==> config.mk <==
export PLATFORM = sky130hd
export DESIGN_NAME = display_sampler
export DESIGN_NICKNAME = d
export VERILOG_FILES = /design/src/rtl/def.sv /design/src/rtl/key_edge_sync.sv /design/src/rtl/display_sampler.sv
export SDC_FILE = /design/constraint.sdc
export NUM_CORES = 1
export LEC_CHECK = 0
export ABC_AREA = 1
export CAP_MARGIN = 10
export CORE_UTILIZATION = 53
export CTS_CLUSTER_SIZE = 8
export DETAILED_ROUTE_END_ITERATION = 8
export PLACE_DENSITY_LB_ADDON = 0.25
export REMOVE_ABC_BUFFERS = 1
export SKIP_LAST_GASP = 1
export SLEW_MARGIN = 10
export SYNTH_ARGS = -nofsm -noshare
export SYNTH_HDL_FRONTEND = slang
export SYNTH_SLANG_ARGS = --single-unit
==> constraint.sdc <==
create_clock -name clock -period 1.8 [get_ports clock]
set_input_delay 0.36 -clock clock [delete_from_list [all_inputs] [get_ports clock]]
set_output_delay 0.36 -clock clock [all_outputs]
set_load 0.03 [all_outputs]
==> src/rtl/def.sv <==
// rtl/def.sv - shared CPU definitions: opcode constants and display sampler types
package def;

  // Opcode encoding as retired by the CPU
  localparam logic [7:0] NOP  = 8'h00;
  localparam logic [7:0] LDI  = 8'hE0;
  localparam logic [7:0] ORI  = 8'h60;
  localparam logic [7:0] ADDI = 8'h70;
  localparam logic [7:0] SUBI = 8'h50;
  localparam logic [7:0] INC  = 8'h93;
  localparam logic [7:0] CLR  = 8'h24;

  typedef enum logic [1:0] {IDLE, SHOW, READY, FROZEN} sampler_state_t;

  // 0.5 s at 50 MHz
  localparam int DISPLAY_HOLD_CYCLES = 25_000_000;

endpackage

==> src/rtl/key_edge_sync.sv <==
// rtl/key_edge_sync.sv - two-stage key synchroniser with falling-edge press pulse
//
// Ports:
//   clock      in  system clock
//   reset_s2_n in  async active-low reset; all flops reset to 1 (key released)
//   key_n      in  raw active-low key, asynchronous to clock
//   pressed    out one-cycle pulse per key press
module key_edge_sync (
  input  logic clock,
  input  logic reset_s2_n,
  input  logic key_n,
  output logic pressed
);

  logic sync1;
  logic sync2;
  logic last;

  always_ff @(posedge clock or negedge reset_s2_n) begin
    if (!reset_s2_n) begin
      sync1 <= 1'b1;
      sync2 <= 1'b1;
      last  <= 1'b1;
    end else begin
      sync1 <= key_n;
      sync2 <= sync1;
      last  <= sync2;
    end
  end

  // High while the synchronised key has just gone from released to pressed
  assign pressed = last & ~sync2;

endmodule

==> src/rtl/display_sampler.sv <==
// rtl/display_sampler.sv - holds retired opcode/R16 pairs long enough to read, with freeze
//
// Ports:
//   clock, reset_s2_n            clock and async active-low reset
//   cpu_op_code, cpu_r16         retiring instruction's opcode and R16, valid with instr_done
//   instr_done                   one-cycle retire strobe
//   freeze_key_n                 raw freeze push-button, active-low
//   display_on                   0 blanks the display without stopping capture
//   enable, op_code, r16         to the 7-segment driver
//   frozen                       freeze-mode LED
//   skip_count                   saturating count of strobes not captured
module display_sampler
  import def::*;
#(
  parameter int HOLD_CYCLES = DISPLAY_HOLD_CYCLES,
  parameter int SKIP_W      = 8
) (
  input  logic              clock,
  input  logic              reset_s2_n,
  input  logic [7:0]        cpu_op_code,
  input  logic [7:0]        cpu_r16,
  input  logic              instr_done,
  input  logic              freeze_key_n,
  input  logic              display_on,
  output logic              enable,
  output logic [7:0]        op_code,
  output logic [7:0]        r16,
  output logic              frozen,
  output logic [SKIP_W-1:0] skip_count
);

  localparam int CW = $clog2(HOLD_CYCLES);
  localparam logic [CW-1:0] RELOAD = CW'(HOLD_CYCLES - 1);

  sampler_state_t state;
  sampler_state_t next_state;
  logic [CW-1:0]  hold_cnt;
  logic           pressed;
  logic           capture;
  logic           skip;

  key_edge_sync u_key (
    .clock      (clock),
    .reset_s2_n (reset_s2_n),
    .key_n      (freeze_key_n),
    .pressed    (pressed)
  );

  always_comb begin
    next_state = state;
    case (state)
      IDLE:   if (instr_done) next_state = SHOW;
      SHOW: begin
        if (pressed)                         next_state = FROZEN;
        else if (hold_cnt == '0 && !instr_done) next_state = READY;
      end
      READY: begin
        if (pressed)         next_state = FROZEN;
        else if (instr_done) next_state = SHOW;
      end
      FROZEN: if (pressed) next_state = READY;
      default: next_state = IDLE;
    endcase
  end

  // A press takes priority over a simultaneous strobe; every strobe that is
  // not captured counts as skipped.
  always_comb begin
    capture = 1'b0;
    case (state)
      IDLE:    capture = instr_done;
      SHOW:    capture = instr_done && !pressed && (hold_cnt == '0);
      READY:   capture = instr_done && !pressed;
      default: capture = 1'b0;
    endcase
    skip = instr_done && !capture;
  end

  always_ff @(posedge clock or negedge reset_s2_n) begin
    if (!reset_s2_n) begin
      state      <= IDLE;
      hold_cnt   <= '0;
      op_code    <= NOP;
      r16        <= 8'h00;
      enable     <= 1'b0;
      frozen     <= 1'b0;
      skip_count <= '0;
    end else begin
      state <= next_state;
      if (capture) begin
        op_code  <= cpu_op_code;
        r16      <= cpu_r16;
        hold_cnt <= RELOAD;
      end else if (next_state == SHOW) begin
        // Staying in SHOW without a capture implies hold_cnt is non-zero
        hold_cnt <= hold_cnt - CW'(1);
      end else begin
        hold_cnt <= '0;
      end
      if (skip && skip_count != '1) begin
        skip_count <= skip_count + SKIP_W'(1);
      end
      enable <= (next_state != IDLE) && display_on;
      frozen <= (next_state == FROZEN);
    end
  end

endmodule

# Word-level counts from Yosys, hierarchy flattened
# Index checks and enable logic that the tools add are counted.
[word_totals]
ff_bits = 56
[classes]
n_addsub = 2
n_eq_ne = 6
mux = 9
bitwise = 2
n_reduce_logical = 12
[ops]
columns = ["cell", "n"]
rows = [
  ["$mux 25", 2],
  ["$logic_not 25->1", 1],
  ["$sub 25x1->25 const B", 1],
  ["$mux 2", 5],
  ["$add 8x1->8 const B", 1],
  ["$ne 8x8->1 const B", 1],
  ["$pmux 2 s4", 1],
  ["$eq 2x2->1 const B", 3],
  ["$logic_and 1x1->1", 6],
  ["$eq 2x1->1 const B", 2],
  ["$logic_not 1->1", 3],
  ["$pmux 1 s3", 1],
  ["$logic_not 2->1", 1],
  ["$reduce_bool 2->1", 1],
  ["$and 1x1->1", 1],
  ["$not 1->1", 1],
]

# Depth between registers and ports, before layout
# Gate-level depths: netlist of the first run.
[logic_depth]
word_depth = 9
depth_mapped = 13
depth_no_buf = 12

# Cells and area by module
# From an unflattened synthesis of the first run, not the netlist that was laid out.
[unflattened]
hier_cells = 335
area_unflattened_um2 = 2854.0
[modules_own_cells]
columns = ["module", "instances", "cells_per_inst", "area_each_um2", "seq_area_each_um2"]
rows = [
  ["display_sampler", 1, 330, 2765.2, 1326.3],
  ["key_edge_sync", 1, 5, 88.8, 78.8],
]

# Least setup slack after synthesis of the first run
# OpenSTA, ideal clock, no wires.
[synth_timing]
path_kind = "register to register"
from = "register skip_count[0]"
to = "register skip_count[2]"
setup_time_ps = 118
t_arrival_ps = 1687
setup_slack_ps = -5
path_stages_with_launch = 8
period_less_slack_ps = 1805
cell_sequence = "dfrtp_1 -> ha_1 -> nand3_1 -> nor2_1 -> a31oi_1 -> nand2_2 -> nand2_1 -> nand2_1"
[synth_via]
elab_chain_cells = 2
elab_cells_between_ends = 3
classes_between = "1 x add/sub; 1 x eq/ne; 1 x reduce/logical"
[synth_rtl]
columns = ["element", "line_no", "rtl"]
rows = [
  ["start: declaration", "display_sampler.sv:29", "output logic [SKIP_W-1:0] skip_count"],
  ["start signal: assignment", "display_sampler.sv:101", "skip_count <= skip_count + SKIP_W'(1);"],
  ["branches (longest 2 deep; another with $add 8x1->8)", "--", ""],
]
# Several ways; the timed one is not identified.
# A chain may end at the register's enable or synchronous reset.

# Worst setup path in the final report of the first run
[layout_timing]
from = "register skip_count[3]"
to = "output skip_count[3]"
# No word-level cell between the ends.

==> results of run 1 <==
registers in the layout (all words and copies together), names as in the netlist, 2 cells and up:
| register | cells |
|---|---|
| op_code | 8 |
| state | 2 |
| skip_count | 8 |
| r16 | 8 |
| hold_cnt | 25 |
layer usage:
metal	track usage	part of all wire	vias to the layer above
li1	-	-	1180
met1	0.305	0.43	1128
met2	0.391	0.51	63
met3	0.0474	0.041	12
met4	0.0734	0.014	0
met5	0	0	-
path summary, 6_finish.rpt:
kind                       slack, ns  cells after the start            end           from
setup reg to reg                0.09                     11   hold_cnt[19]   hold_cnt[15]
hold reg to reg                 0.36                      0    u_key.sync2    u_key.sync1
max in group asynchronous       1.45                      2    hold_cnt[5]     reset_s2_n
hold / removal                  0.04                      2   hold_cnt[14]     reset_s2_n
min in group clock              0.36                      0    u_key.sync2    u_key.sync1
setup / recovery                0.05                      1  skip_count[3]  skip_count[3]
cells by family after synthesis:
group           count (synthesis)
flops                          56
compound gates                  4
simple gates                  218
xor+xnor                       28
fa+ha+maj                       3
buf+inv                        25
power by group through the flow:
stage,Combinational (mW),Sequential (mW),Clock [mW]
final,3.96,2.05,0.672
after global routing,4.30,2.11,0.734
after CTS,3.54,2.03,0.690
after detailed placement,3.46,2.04,0
after global placement,3.37,2.04,0
after floorplan,1.75,2.46,0
layout make-up:
| type | count | area, um^2 |
|---|---|---|
| clock buffers | 6 | 72.6 |
| inverters | 17 | 66.3 |
| well taps | 67 | 83.8 |
| repair buffers | 74 | 743 |
| multi-input cells | 253 | 1340 |
| fillers | 375 | 1150 |
| flip-flops and latches | 56 | 1410 |
| clock inverters | 2 | 12.5 |
repair_timing:
action	4_1_cts	5_1_grt
resized for setup	2	41
pin swaps	1	8
buffers inserted	3	7
hold buffers	0	0
endpoints found under the setup margin	51	53
cloned	0	1
placed cells by master, fill, tap and decap left out, types with 2 or more instances in the layout:
cell                              Yosys  routed
sky130_fd_sc_hd__nand2_2              3       6
sky130_fd_sc_hd__inv_2                1       2
sky130_fd_sc_hd__nor2_1              46      34
sky130_fd_sc_hd__buf_12               0       3
sky130_fd_sc_hd__nand2_1            122     119
sky130_fd_sc_hd__buf_6                1       2
sky130_fd_sc_hd__dlygate4sd2_1        0       2
sky130_fd_sc_hd__clkbuf_8             0       5
sky130_fd_sc_hd__xnor2_1              9       9
sky130_fd_sc_hd__nand3b_1             9       9
sky130_fd_sc_hd__xor2_1              19      19
sky130_fd_sc_hd__buf_4                2      21
sky130_fd_sc_hd__ha_1                 3       2
sky130_fd_sc_hd__dfrtp_2              0       2
sky130_fd_sc_hd__nor3_1               2       2
sky130_fd_sc_hd__clkdlybuf4s50_1      0      39
sky130_fd_sc_hd__nor2_2               3      10
sky130_fd_sc_hd__dlymetal6s2s_1       0       4
sky130_fd_sc_hd__inv_1               16      14
sky130_fd_sc_hd__dfstp_2              3       3
sky130_fd_sc_hd__nand3_1             26      25
sky130_fd_sc_hd__nor2_4               0       5
sky130_fd_sc_hd__dfrtp_1             53      51
==> flow_results.org, run 1 <==
** Clock network
- CTS tree :: built
- CTS clock-pin slew for the worst setup and hold paths :: 0.10 ns
- The number of clock buffers added by TritonCTS is 5.
- # clock sinks :: 56
- CTS built an H-tree with a depth of 2.
- No sink is reached through more buffers than the 2 on the longest clock path.
- Later-pin clock latency in the skew report :: 0.32 ns
- Clock root cell :: sky130_fd_sc_hd__clkbuf_8

** Worst setup path
- Among cell families on the critical path, the largest total delay comes from buffers and inverters.
- At the worst endpoint, the required time is 1.44 ns.
- For this design, the slowest cell found on the critical path is sky130_fd_sc_hd__clkdlybuf4s50_1.
- Traced cell by cell, the critical path runs through clkdlybuf4s50_1.
- Kind of capture point of the worst setup path :: output port
- The number of buffers and inverters on the critical path is 1.
- In this run the worst path has a maximum fanout of 4.
- Type of the worst setup path :: reg -> out
- Critical path's largest stage delay :: 0.69 ns
- Startpoint class of the critical path :: flip-flop
- CP Data Arrival Time :: 1.39 ns

** GRT
- The via count of the first global-routing pass is 2214.
- Entering global routing, the biggest net connects 31 pins.
- GRT Residual Overflow :: 0
- The first global-routing pass estimated 9740 um of wire.
- Initial antenna violation count :: 0
- In the global route stage, overall resource usage came out at 0.233.

** Synthesis
- By instance count, the leading cell after synthesis is sky130_fd_sc_hd__nand2_1.
- After synthesis, the netlist uses 28 different library cells.
- In this run, synthesis inferred 0 flip-flops with an integrated enable.
- Synthesis produced 334 cells.
- By area, the combinational part of the netlist is dominated by simple AND/OR/NAND/NOR gates.
- Avg Cell Area, Syn :: 8.29 um^2
- Area share of the largest cell type after synthesis :: 0.479
- Post-Synthesis Cell Area :: 2770 um^2
- The portion of synthesized area spent on multiplexers is 0.
- The most used flip-flop cell after synthesis is sky130_fd_sc_hd__dfrtp_1.
- Sequential area share after synthesis :: 0.507
- Synth top area cells :: sky130_fd_sc_hd__dfrtp_1 (48%), sky130_fd_sc_hd__nand2_1 (17%), sky130_fd_sc_hd__nor2_1 (6.2%), sky130_fd_sc_hd__xor2_1 (6.0%), sky130_fd_sc_hd__nand3_1 (4.7%)
- For this run, the number of Yosys warnings is 0.
- Of the total synthesized cell area, the portion taken by XOR and XNOR cells is 0.0886.
- Synthesis inferred 56 register bits.
- The fraction of the mapped netlist area in compound gates is 0.0117.
- Ranked by instance count, the synthesized netlist is headed by sky130_fd_sc_hd__nand2_1 (122), sky130_fd_sc_hd__dfrtp_1 (53), sky130_fd_sc_hd__nor2_1 (46), sky130_fd_sc_hd__nand3_1 (26), sky130_fd_sc_hd__xor2_1 (19).
- Of the total synthesized cell area, the portion taken by AND, OR, NAND and NOR gates is 0.337.
- The largest total area in the synthesized netlist belongs to sky130_fd_sc_hd__dfrtp_1.
- Post-synthesis adder-cell area fraction :: 0.0136
- In the synthesized netlist the async set-or-reset flop fraction comes to 1.00.

** Flow run
- Number of max-cap violations :: 0

** Layout
- In the final layout, the share of cells above drive strength 1 is 0.181.
- Area growth syn-to-layout :: 34.6%
- Antenna diode count :: 0
- Post-Layout Inst Area :: 3730 um^2
- Final Util :: 0.764
- The net count of the finished layout is 431.
- Leaving out filler cells and counting taps, the final layout contains 475.

** Power and ir drop
- Across the VDD grid, the largest voltage drop is 1080 uV.
- Of the total power, the share spent switching nets is 0.451.
- Comb power frac :: 0.592
- Clock power share :: 0.101
- Portion of total power attributed to sequential cells :: 0.307
- Sw power :: 3.01 mW
- Power spread over the standard cell area amounts to 1790 nW/um^2.
- Internal power comes to 3.67 mW.
- Reported leakage power :: 1.94 nW
- The completed layout was analyzed and its total power is 6.68 mW.

** STA
- In the final timing run, aggregate negative setup slack is 0 ns.
- Fin. Hold Viols :: 0
- Hold Slack :: 0.0363 ns
- FMAX :: 570 MHz
- Setup repair after global routing missed its margin :: yes
- The clock period could shrink to 1.75 ns.
- Transition at the pin with the smallest max-transition slack :: 0.364 ns
- Period utilisation layout :: 0.975
- Setup slack closes at 0.0459 ns.
- Rel. slew slack :: 0.758
- Setup violations remaining at the end of the flow were counted as 0.
- Worst Skew :: 0.0121 ns
- Final Max Tran Viols :: 0

** Placed design
- At the placement stage, the worst setup path has a slack of -0.309 ns.
- Post-DP HPWL :: 4250 um
- Placed Area :: 3410 um^2
- Number of I/O port buffers :: 46
- Final Wtd Congestion :: 0.865
- Number of placed instances, taps included :: 456

** Floorplan
- In this run the count of I/O pins placed on the die edge is 47.
- The initial utilization of the core area, before any placement, comes to 0.567.
- In this run the core area contains 25 standard-cell rows.
- The die is 74.3 um tall.
- Full die area :: 5520 um^2
- The core region is 4880 um^2.
- In this run the horizontal extent of the chip is 74.3 um.

** Detailed routing
- Iteration-0 DRC count of the detailed router :: 94
- The final layout contains routed wiring with a total length of 6310 um.
- The detailed router placed 2383 vias in this run.
- Number of DRC violations after detailed routing :: 0
- Remaining antenna violation count after routing :: 0
- After detailed routing, the number of vias per cell comes to 5.02.
- The first TritonRoute pass finished after 4 iterations.
- Post-detailed-route wirelength per cell :: 13.3 um

** Run status
- Status :: finished, final reports clean

** Min path
- In this run the worst hold path is classified as in -> async.
Power figures use the tool's default switching activity.
==> run 2, diff against run 1 <==
Settings changed: PLACE_DENSITY set to 0.82, PLACE_DENSITY_LB_ADDON 0.25 to unset, SLEW_MARGIN 10 to 15.
==> flow_results.org, run 2 (same netlist as run 1, synthesis figures left out) <==
** Layout
- Area growth syn-to-layout :: 35.7%
- In the final design database the tool counted 428 nets.
- Summing all multi-input logic gate instances after layout gives 1360 um^2.
- Flip-flop count of the largest register, all copies and words added :: 25
- The finished cells cover 3760 um^2.
- The repair_antennas step left the layout with diodes totalling 0.
- Fraction of final layout cells with drive strength greater than 1 :: 0.198
- The layout has 339 filler cells.
- FF/Latch Area :: 1410 um^2
- In the layout the commonest cells are sky130_fd_sc_hd__nand2_1 (120), sky130_fd_sc_hd__dfrtp_1 (51), sky130_fd_sc_hd__clkdlybuf4s50_1 (38).
- Post-route non-filler standard cell count :: 472
- Largest register by flop count :: hold_cnt
- The library cell used most frequently in the layout, excluding fill and tap cells, is sky130_fd_sc_hd__nand2_1.

** STA
- The max-slew violation count is 0.
- Setup repair after global routing could not meet its margin everywhere.
- Headroom to the max-slew limit came out at 0.739.
- For the pin with the worst max-slew slack, the measured transition is 0.389 ns.
- FMAX :: 571 MHz
- Minimum clock period after layout :: 1.75 ns
- In the finished design, the share of the clock period the worst path needs comes to 0.974.
- Setup violations remaining at the end of the flow were counted as 0.
- Total negative setup slack :: 0 ns
- Once routing completed, OpenROAD measured the worst setup slack at 0.0472 ns.
- Worst Skew :: 0.00763 ns
- Fin. Hold Viols :: 0

** Floorplan
- The die is 74.3 um wide.
- Initial core utilization :: 0.567
- In this run the count of I/O pins placed on the die edge is 47.
- The floorplan step set the die height to 74.3 um.
- Core Area :: 4880 um^2
- The die covers 5520 um^2.
- Row cnt :: 25

** GRT
- Number of global-route vias before repair :: 2311
- GRT Residual Overflow :: 0
- First-pass GRT wire length :: 9920 um
- For this run, the total global-route usage over all layers was measured as 0.232.
- Entering global routing, the biggest net connects 57 pins.
- Initial antenna violation count :: 0

** Detailed routing
- Once detail routing completed, the nets flagged for antenna violations numbered 0.
- Iteration-0 DRC count of the detailed router :: 193
- In the final routing, the length of wire on met1 measures 2800 um.
- For this run, design rule violations remaining after detail routing come to 0.
- TritonRoute pass-1 iters :: 4
- The routed layout has 2398 vias.
- In the routed layout, each cell is associated on average with a via count of 5.08.
- Top layer reached by signal wires :: met4
- Post-detailed-route wirelength per cell :: 13.3 um
- Met3 WL post-DR :: 245 um
- After detailed routing, the met2 layer carries 3190 um of wire.
- The final layout contains routed wiring with a total length of 6290 um.

** Clock network
- Buffers inserted during clock tree synthesis total 5.
- The longest clock path from root to sink contains 2 buffers.
- CTS saw 56 sinks.
- Clock root cell :: sky130_fd_sc_hd__clkbuf_8
- Later-pin clock latency in the skew report :: 0.30 ns
- The clock tree synthesis step divided the H-tree into 2 levels.
- CTS tree :: built
- Clock-pin slew was measured on the worst setup and hold paths at 0.10 ns.

** Min path
- Path category of the worst min-delay check :: in -> async

** Worst setup path
- The worst setup path is launched from an input port.
- Type of the worst setup path :: in -> reg
- Cell breakdown of the critical path :: clkdlybuf4s50_1 > inv_1 > nor4_2 > a21oi_4 > buf_12 > buf_12 > nand2_1 > nand2_1
- The slowest stage of the critical path belongs to the cell sky130_fd_sc_hd__clkdlybuf4s50_1.
- Of all nets on the critical path, the largest fanout is 18.
- STA puts the critical path data required time at 2.00 ns.
- On the worst path, the slowest cell contributes a delay of 0.46 ns.
- Number of buffers and inverters on the critical path :: 4
- Kind of capture point of the worst setup path :: flip-flop
- For the worst setup path, the data arrival time is 1.95 ns.
- The cell family contributing the most delay on the critical path is buffers and inverters.

** Power and ir drop
- Comb power frac :: 0.570
- Summed over all nets, the switching power comes to 3.03 mW.
- Design internal power :: 3.76 mW
- The share of total power dissipated in the clock network is 0.123.
- IR analysis of the VDD net gives a maximum drop of 996 uV.
- The analysis attributes to cell leakage a power of 1.96 nW.
- Portion of total power attributed to sequential cells :: 0.306
- Of the total power, the share spent switching nets is 0.447.
- In this run the power density over the cells is 1810 nW/um^2.

** Flow run
- Across the run, the number of max-cap violations was 0.

** Placed design
- Including well taps, the total number of placed cells is 454.
- Placed Area :: 3390 um^2
- Buffers placed on the I/O ports in this run total 46.
- Post-DP HPWL :: 4020 um
- Prior to clock tree synthesis, the placed netlist has a worst setup slack of -0.275 ns.
- Routability-driven placement finished with a final weighted congestion of 0.842.

** Run status
- The run finished with clean final reports.
[run 2: cell types whose count changed in the layout (fill, tap and decap cells not counted), sizes merged]
| cell | previous run | this run |
|---|---|---|
| clkinv | 1 | 2 |
| buf | 28 | 24 |
| bufinv | 0 | 1 |
| clkdlybuf4s50 | 39 | 38 |
| dlygate4sd2 | 2 | 3 |
| clkbuf | 7 | 6 |
[run 2: layer usage]
| metal | global-route usage | vias to the layer above |
|---|---|---|
| met5 | 0 | - |
| met4 | 0.0503 | 0 |
| met3 | 0.0556 | 8 |
| met2 | 0.391 | 58 |
| met1 | 0.307 | 1158 |
| li1 | - | 1174 |
[run 2: power by group through the flow]
| stage | Sequential, mW | Combinational, mW | Clock [mW] |
|---|---|---|---|
| finish | 2.08 | 3.87 | 0.838 |
| global route | 2.13 | 4.24 | 0.909 |
| CTS | 2.04 | 3.42 | 0.857 |
| global placement | 2.05 | 3.31 | 0 |
| floorplan | 2.46 | 1.75 | 0 |
| detailed placement | 2.05 | 3.39 | 0 |
[run 2: worst paths after layout]
kind	from	end	slack, ns	cells past startpoint
worst max-delay path	instr_done	op_code[4]	0.05	8
worst min-delay path	reset_s2_n	hold_cnt[12]	0.02	2
worst max register to register	hold_cnt[12]	hold_cnt[22]	0.06	11
worst min register to register	u_key.sync1	u_key.sync2	0.36	0
max in group asynchronous	reset_s2_n	u_key.last	1.48	2
min in group clock	u_key.sync1	u_key.sync2	0.36	0
[run 2: through the flow]
step	hold slack [ns]	power, mW	utilization
global placement	0.346	5.36	0.696
floorplan	0.0644	4.21	-
CTS	0.0506	6.32	0.723
detailed placement	0.348	5.43	0.696
finish	0.0218	6.79	0.770
global route	0.0372	7.28	0.770
[run 2: area by class of cell]
type	count	share of cell area
clock buffer	5	0.0183
multi-input combinational	253	0.361
timing repair buffer	70	0.191
clock inverter	3	0.0123
sequential	56	0.375
tap	67	0.0223
inverter	17	0.0190
timing repair inverter	1	0.00133
[run 2: what timing repair did]
| item | CTS | global route |
|---|---|---|
| hold buffers | 0 | 0 |
| endpoints found under the setup margin | 31 | 55 |
| pin swaps | 1 | 7 |
| buffers inserted | 2 | 8 |
| cloned | 0 | 2 |
| resized for setup | 4 | 55 |
[run 2: worst reg2reg max path, stage by stage, from the launching register on]
cell and delay [ns]:
sky130_fd_sc_hd__dfrtp_1 0.44, sky130_fd_sc_hd__nor2_2 0.15, sky130_fd_sc_hd__nand2_1 0.12, sky130_fd_sc_hd__nor2_4 0.13, sky130_fd_sc_hd__nand3_1 0.11, sky130_fd_sc_hd__nand2_2 0.12
sky130_fd_sc_hd__nand2_1 0.09, sky130_fd_sc_hd__nand2_2 0.08, sky130_fd_sc_hd__nand2_4 0.10, sky130_fd_sc_hd__clkbuf_16 0.17, sky130_fd_sc_hd__nand3b_1 0.08, sky130_fd_sc_hd__nand2_1 0.05
